===== src/rtl/mem_pkg.sv =====
// Shared types and default address constants for the memory responder.
package mem_pkg;

   // Bus command encoding; 2'b11 is illegal and is deliberately left out of the enum
   typedef enum logic [1:0] {
      MNONE  = 2'b00,
      MREAD  = 2'b01,
      MWRITE = 2'b10
   } mem_cmd_t;

   // Responder sequencing: accept, optional wait states, one access cycle, one response cycle
   typedef enum logic [1:0] {
      IDLE   = 2'b00,
      WAIT   = 2'b01,
      ACCESS = 2'b10,
      RESP   = 2'b11
   } resp_state_t;

   localparam logic [8:0] DEF_LED_ADDR = 9'h100;
   localparam logic [8:0] DEF_SW_ADDR  = 9'h140;

endpackage


===== src/rtl/ram_sp.sv =====
// Single-port synchronous RAM with write enable and a registered read port.
// Contents and the read register are intentionally not reset.
module ram_sp #(
   parameter int ADDR_W = 8,
   parameter int DATA_W = 16
) (
   input  logic              clk,
   input  logic              we,
   input  logic              re,
   input  logic [ADDR_W-1:0] addr,
   input  logic [DATA_W-1:0] wdata,
   output logic [DATA_W-1:0] rdata
);

   logic [DATA_W-1:0] mem [2**ADDR_W];

   // Write and read share the one port; the read register only moves when re is asserted
   always_ff @(posedge clk) begin
      if (we) begin
         mem[addr] <= wdata;
      end
      if (re) begin
         rdata <= mem[addr];
      end
   end

endmodule


===== src/rtl/mem_responder.sv =====
// Memory-side bus responder: 256-word RAM plus LED and switch I/O registers,
// with programmable wait states and a one-cycle mem_ready completion pulse.
module mem_responder
   import mem_pkg::*;
#(
   parameter int                ADDR_W      = 9,
   parameter int                DATA_W      = 16,
   parameter int                WAIT_STATES = 1,
   parameter logic [ADDR_W-1:0] LED_ADDR    = DEF_LED_ADDR,
   parameter logic [ADDR_W-1:0] SW_ADDR     = DEF_SW_ADDR
) (
   input  logic              clk,
   input  logic              reset_n,
   input  logic [1:0]        mem_cmd,
   input  logic [ADDR_W-1:0] mem_addr,
   input  logic [DATA_W-1:0] write_data,
   input  logic [7:0]        sw,
   output logic [DATA_W-1:0] read_data,
   output logic              mem_ready,
   output logic [7:0]        leds,
   output logic              err
);

   localparam logic [3:0] WAIT_INIT = 4'(WAIT_STATES);

   resp_state_t       state;
   logic [3:0]        wait_cnt;
   mem_cmd_t          cmd_q;
   logic [ADDR_W-1:0] addr_q;
   logic [DATA_W-1:0] wdata_q;
   logic [DATA_W-1:0] io_rdata;
   logic              rd_from_ram;
   logic [DATA_W-1:0] ram_rdata;
   logic              ram_sel;
   logic              ram_we;
   logic              ram_re;

   // The RAM is touched only in ACCESS and only from the latched request
   assign ram_sel = ~addr_q[ADDR_W-1];
   assign ram_we  = (state == ACCESS) && (cmd_q == MWRITE) && ram_sel;
   assign ram_re  = (state == ACCESS) && (cmd_q == MREAD) && ram_sel;

   ram_sp #(
      .ADDR_W(8),
      .DATA_W(DATA_W)
   ) u_ram (
      .clk  (clk),
      .we   (ram_we),
      .re   (ram_re),
      .addr (addr_q[7:0]),
      .wdata(wdata_q),
      .rdata(ram_rdata)
   );

   // read_data follows whichever source served the last read; both sources only move on reads
   assign read_data = rd_from_ram ? ram_rdata : io_rdata;

   // Request sequencing, address decode and I/O registers in one registered FSM
   always_ff @(posedge clk or negedge reset_n) begin
      if (!reset_n) begin
         state       <= IDLE;
         wait_cnt    <= 4'd0;
         cmd_q       <= MNONE;
         addr_q      <= '0;
         wdata_q     <= '0;
         io_rdata    <= '0;
         rd_from_ram <= 1'b0;
         mem_ready   <= 1'b0;
         leds        <= 8'h00;
         err         <= 1'b0;
      end else begin
         mem_ready <= 1'b0;
         case (state)
            IDLE: begin
               if (mem_cmd == MREAD || mem_cmd == MWRITE) begin
                  cmd_q    <= mem_cmd_t'(mem_cmd);
                  addr_q   <= mem_addr;
                  wdata_q  <= write_data;
                  wait_cnt <= WAIT_INIT;
                  state    <= (WAIT_INIT != 4'd0) ? WAIT : ACCESS;
               end else if (mem_cmd == 2'b11) begin
                  err <= 1'b1;
               end
            end
            WAIT: begin
               if (wait_cnt != 4'd0) begin
                  wait_cnt <= wait_cnt - 4'd1;
               end
               if (wait_cnt <= 4'd1) begin
                  state <= ACCESS;
               end
            end
            ACCESS: begin
               state     <= RESP;
               mem_ready <= 1'b1;
               if (ram_sel) begin
                  if (cmd_q == MREAD) begin
                     rd_from_ram <= 1'b1;
                  end
               end else if (addr_q == LED_ADDR) begin
                  if (cmd_q == MWRITE) begin
                     leds <= wdata_q[7:0];
                  end else begin
                     rd_from_ram <= 1'b0;
                     io_rdata    <= {{(DATA_W-8){1'b0}}, leds};
                  end
               end else if (addr_q == SW_ADDR) begin
                  if (cmd_q == MWRITE) begin
                     err <= 1'b1;
                  end else begin
                     rd_from_ram <= 1'b0;
                     io_rdata    <= {{(DATA_W-8){1'b0}}, sw};
                  end
               end else begin
                  err <= 1'b1;
                  if (cmd_q == MREAD) begin
                     rd_from_ram <= 1'b0;
                     io_rdata    <= '0;
                  end
               end
            end
            RESP: begin
               state <= IDLE;
            end
            default: begin
               state <= IDLE;
            end
         endcase
      end
   end

endmodule


===== config.mk =====
export PLATFORM = sky130hd
export DESIGN_NAME = mem_responder
export DESIGN_NICKNAME = d
export VERILOG_FILES = /design/src/rtl/mem_pkg.sv /design/src/rtl/ram_sp.sv /design/src/rtl/mem_responder.sv
export SDC_FILE = /design/constraint.sdc
export NUM_CORES = 2
export LEC_CHECK = 0
export BUFFER_PORTS_ARGS = -buffer_cell sky130_fd_sc_hd__buf_2
export CORE_ASPECT_RATIO = 0.9
export CORE_MARGIN = 2
export CORE_UTILIZATION = 40
export DETAILED_ROUTE_END_ITERATION = 10
export GPL_ROUTABILITY_DRIVEN = 0
export GPL_TIMING_DRIVEN = 0
export SYNTH_ARGS = -nofsm -noshare
export SYNTH_HDL_FRONTEND = slang
export SYNTH_HIERARCHICAL = 1
export SYNTH_SLANG_ARGS = --single-unit

===== constraint.sdc =====
create_clock -name clk -period 9.4 [get_ports clk]
set_clock_uncertainty 0.2 [all_clocks]
set_input_delay 0.94 -clock clk [delete_from_list [all_inputs] [get_ports clk]]
set_output_delay 0.94 -clock clk [all_outputs]
set_load 0.02 [all_outputs]

Word level (Yosys, flattened, before mapping)
Memory sizes are Yosys's and may differ from the RTL's. A register that Yosys moved wholly into a read port is not among the register bits.
Index checks and enable logic that the tools add are counted.
{ "classes": {"n_addsub": 1, "magnitude_cmp": 1, "eq_ne": 20, "n_mux": 28, "bitwise_logic": 1, "n_reduce_logical": 18} }
{ "ops": {"columns": ["cell", "n"], "rows": [
  ["16-bit two-way mux", 6],
  ["9-bit equality test, second input constant", 2],
  ["2-bit inequality test, second input constant", 9],
  ["1-bit two-way mux", 15],
  ["2-bit equality test, second input constant", 5],
  ["4-bit two-way mux", 2],
  ["2-bit case mux with 4 select lines", 1],
  ["4-bit case mux with 2 select lines", 1],
  ["2-bit by 1-bit equality test with 1-bit output, second input constant", 3],
  ["3-bit AND reduction", 2],
  ["6-bit AND reduction", 1],
  ["2-bit nonzero test", 3],
  ["5-bit AND reduction", 1],
  ["4-bit by 1-bit <= comparator with 1-bit output, second input constant", 1],
  ["1-bit logical AND", 4],
  ["2-bit two-way mux", 2],
  ["2-bit AND reduction", 2],
  ["4-bit AND reduction", 1],
  ["4-bit nonzero test", 1],
  ["4-bit by 1-bit subtractor with 4-bit output, second input constant", 1],
  ["3-bit inequality test, second input constant", 1],
  ["3-bit nonzero test", 1],
  ["2-bit logical NOT", 1],
  ["1-bit case mux with 2 select lines", 1],
  ["other kinds (2)", 2]
]} }
{ "totals": {"reg_bits": 60, "mem_bits_rw": 4096, "wordCells": 80, "mem_count": 1} }
{ "memory_table": {"columns": ["name", "depth", "word_bits", "rd", "rd_ports_with_merged_regs", "write_ports", "line", "text"], "rows": [
  ["u_ram.mem", 256, 16, 1, 1, 1, "ram_sp.sv:15", "logic [DATA_W-1:0] mem [2**ADDR_W];"]
]} }

Longest topological paths before layout
{ "logic_depth": {"ltp_word": 6, "ltp_mapped": 10} }

Hierarchy
Netlist, hierarchy kept.
{ "modules_own_cells": {"columns": ["module", "instances", "cells_each", "area_each_um2", "seq_area_each_um2"], "rows": [
  ["ram_sp", 1, 6727, 155559.2, 123478.4],
  ["mem_responder", 1, 191, 2427.3, 1301.2]
]} }

Least setup slack after synthesis
Ideal clock, no wire load.
{ "synth_timing": {"path_type": "register to register", "from": "register wdata_q[0]", "to": "memory u_ram.mem[0][0], data pin", "setup_ns": 0.805, "t_arrival_ns": 3.191, "required_time_ns": 8.395, "path_slack_ns": 5.204, "stages_incl_launch_ff": 1, "synth_period_minus_slack_ns": 4.196, "path_cell_list": "dfrtp_1"} }
{ "synth_lines": {"columns": ["item", "line", "text"], "rows": [
  ["start, declared", "mem_responder.sv:30", "logic [DATA_W-1:0] wdata_q;"],
  ["start signal, assigned", "mem_responder.sv:78", "wdata_q <= write_data;"],
  ["end, declared", "ram_sp.sv:15", null]
]} }
Straight into the memory's write port.

Worst setup path in the final report
{ "layout_timing": {"from": "register addr_q[1]", "to": "memory u_ram.mem[107][5] (enable)"} }
{ "layout_lines": {"columns": ["item", "line", "text"], "rows": [
  ["start, declared", "mem_responder.sv:29", "logic [ADDR_W-1:0] addr_q;"],
  ["start signal, assigned", "mem_responder.sv:77", "addr_q <= mem_addr;"]
]} }
Straight into the memory's write port.

==> results.yml <==
detailed_routing:
  drt_iter0_drc: 12200
  vias_per_cell: 6.06
  m1WireLength_mm: 175
  final_antenna_net_count: 0
  dr.pass1.iters: 6
  wl_per_cell_um: 35.0
  drcViolationCount: 0
  drt_wl_total_mm: 464
  vias: 80100
  top_layer: "met5"
  met3_length_mm: 56.2
  wl_met2_mm: 208
outcome:
  violations: "capacitance limit, slew limit"
  status: "complete, but fails checks"
hold_path:
  hold_depth: 3
  hold_class: "in -> reg"
  holdCritStartpoint: "sw[3]"
critical_path:
  reg2reg_depth: 11
  cp_slowest_cell: "clkbuf_1"
  cp_cell_sequence: "clkbuf_1, buf_2, clkbuf_1, buf_2, nand2_1, buf_2, nor2_1, nand2_1, clkbuf_2, buf_16, nor2_2"
  cp-start-kind: "flip-flop"
  worstSetupStartpoint: "addr_q[1]"
  critPathKind: "reg -> reg"
  cp_common_cell: "buf_2"
  crit_fanout: 16
  timing.rr.start: "addr_q[1]"
  critPathRequiredTime_ns: 9.79
  worstPathArrival_ns: 7.55
  end_kind: "flip-flop"
  cp_slowest_stage_delay_ns: 0.93
yosys:
  syn-instance-count: 6918
  synth_ff_type: "edfxtp_1"
  yosysTopAreaCell: "edfxtp_1"
  synth_top_area_frac: 0.782
  avgSynthCellArea_um2: 22.8
  synth_seq_cells: 4164
  synth_commonest_cells: "4112 x edfxtp_1, 1024 x mux4_2, 512 x a22oi_1"
  syn_area_um2: 158000
  netlist_top_cells_area: "edfxtp_1 78%, mux4_2 15%, a22oi_1 2.4%"
  ys_async_sr_fraction: 0.0125
  synth_edf_count: 4112
  synth.yosys.seq_area_share: 0.790
  netlist-cell-type-count: 38
  ys_warn_count: 6
  synth_most_common_cell: "edfxtp_1"
  synth.net_count: 6962
global_routing:
  antenna_found_initial: 33
  grt_pass1_wl_mm: 631
  grt_max_degree: 89
  grt.total_usage: 0.228
  grt_pass1_vias: 78200
  grt-ovfl-total: 0
timing:
  drv_slew: 19
  tns_ns: 0
  max_freq_mhz: 140
  relSlewSlack: -0.107
  finalSetupViolations: 0
  fin_ws_ns: 2.25
  finalCriticalPeriod_ns: 7.15
  tightest_slew_ns: 1.64
  fin_crit_sh: 0.761
  whs_ns: 0.0632
  rsz0062_at_grt: "no"
  hold_viol_final: 0
clock_tree:
  clockRootBuffer: "clkbuf_16"
  clk_latency_ns: 1.00
  cts.clk_slew.worst_paths_ns: 0.06
  cts_tree: "yes"
  clock_sinks: 4164
  cts_max_path_buffers: 4
  cts_made_buffers: 413
  cts_resized: 0
  htreeDepth: 5
power_and_ir_drop:
  switching_share: 0.345
  ir_worst_vdd_mv: 0.212
  p_comb_frac: 0.319
  p_int_mw: 38.3
  clkPwrFrac: 0.270
  power.share.sequential: 0.410
  p_leak_nw: 56.1
  p_sw_mw: 20.1
  p_per_area_nw_per_um2: 318
  finalPower_mw: 58.4
floorplan:
  core-area_um2: 393000
  die_h_um: 600
  rows: 218
  die_area_um2: 400000
  start_util: 0.403
  chipWidth_um: 666
  io_pins: 63
finish:
  drive_above_1_share: 0.298
  nets: 7748
  fill_cells: 31700
  area_growth_pct: 16.3
placed_design:
  port_buffers: 62
  dp_slack_ns: 2.48
  dpl.hpwl_mm: 314
run:
  cap_violations: 6
## stage by stage
stage	util	instances	area, um2
CTS	0.468	13200	184000
finish	0.468	13200	184000
global placement	0.420	12200	165000
global route	0.468	13200	184000
detailed placement	0.434	12400	170000
floorplan	-	6918	158000
## final cells by class
type | count | area, um2 | area share
sequential | 4164 | 125000 | 0.680
multi-input combinational | 2318 | 32100 | 0.175
clock buffer | 518 | 10800 | 0.0590
tap | 5170 | 6470 | 0.0352
timing repair buffer | 371 | 5380 | 0.0293
buffer | 427 | 2000 | 0.0109
clock inverter | 227 | 1960 | 0.0107
antenna | 24 | 60.1 | 0.000327
inverter | 9 | 33.8 | 0.000184
## logic make-up (layout without fill, tap and decap cells)
kind of cell,count (synthesis),after routing,synth area share
mux,1077,1077,0.150
compound gates,857,857,0.0370
simple gates,377,377,0.0104
buf+inv,436,1552,0.0126
fa+ha+maj,7,7,0.000554
other cells,0,24,0
flops,4164,4164,0.790
## power by group through the flow
stage	Sequential [mW]	Clock, mW	Combinational, mW
after floorplan	25.7	0	8.66
after global placement	28.5	0	14.5
after detailed placement	24.3	0	18.4
after CTS	23.9	16.0	18.4
after global routing	24.0	16.7	19.2
final	24.0	15.8	18.7
## layer usage
layer,global-route usage,vias to the layer above
li1,-,31400
met1,0.310,43300
met2,0.339,4596
met3,0.0672,831
met4,0.109,12
met5,0,-
## state kept, by name (all words and copies together) (netlist names)
register	count
u_ram/mem	4096
io_rdata	8
mem_ready	1
rd_from_ram	1
leds	8
wait_cnt	4
wdata_q	16
state	2
err	1
addr_q	9
u_ram/rdata	16
cmd_q	2
## worst max-delay path, delay by kind of cell (launching register included)
family | cells | cell delay [ns]
buf+inv | 7 | 4.21
simple gates | 4 | 1.86
flops | 1 | 0.37
## repair_timing
action	in CTS	in global routing
endpoints found under the hold margin	81	0
buffers inserted	0	0
hold buffers	30	0
## cell usage in the layout (no fill, tap or decap), types with 116 or more instances in the layout
cell,count
edfxtp_1,4112
clkbuf_16,418
buf_2,145
a22oi_1,512
clkbuf_1,316
nor2_2,227
a21oi_1,262
mux4_2,1024
buf_8,146
clkinv_1,116
## worst paths after layout
path,to,slack (ns)
max,u_ram/mem[107][5],2.25
min,io_rdata[3],0.06
max reg2reg,u_ram/mem[107][5],2.25
min reg2reg,err,0.28
max in group asynchronous,wdata_q[6],7.94
min in group asynchronous,wdata_q[9],0.38
Note: power is estimated with default switching activity, not from simulation.
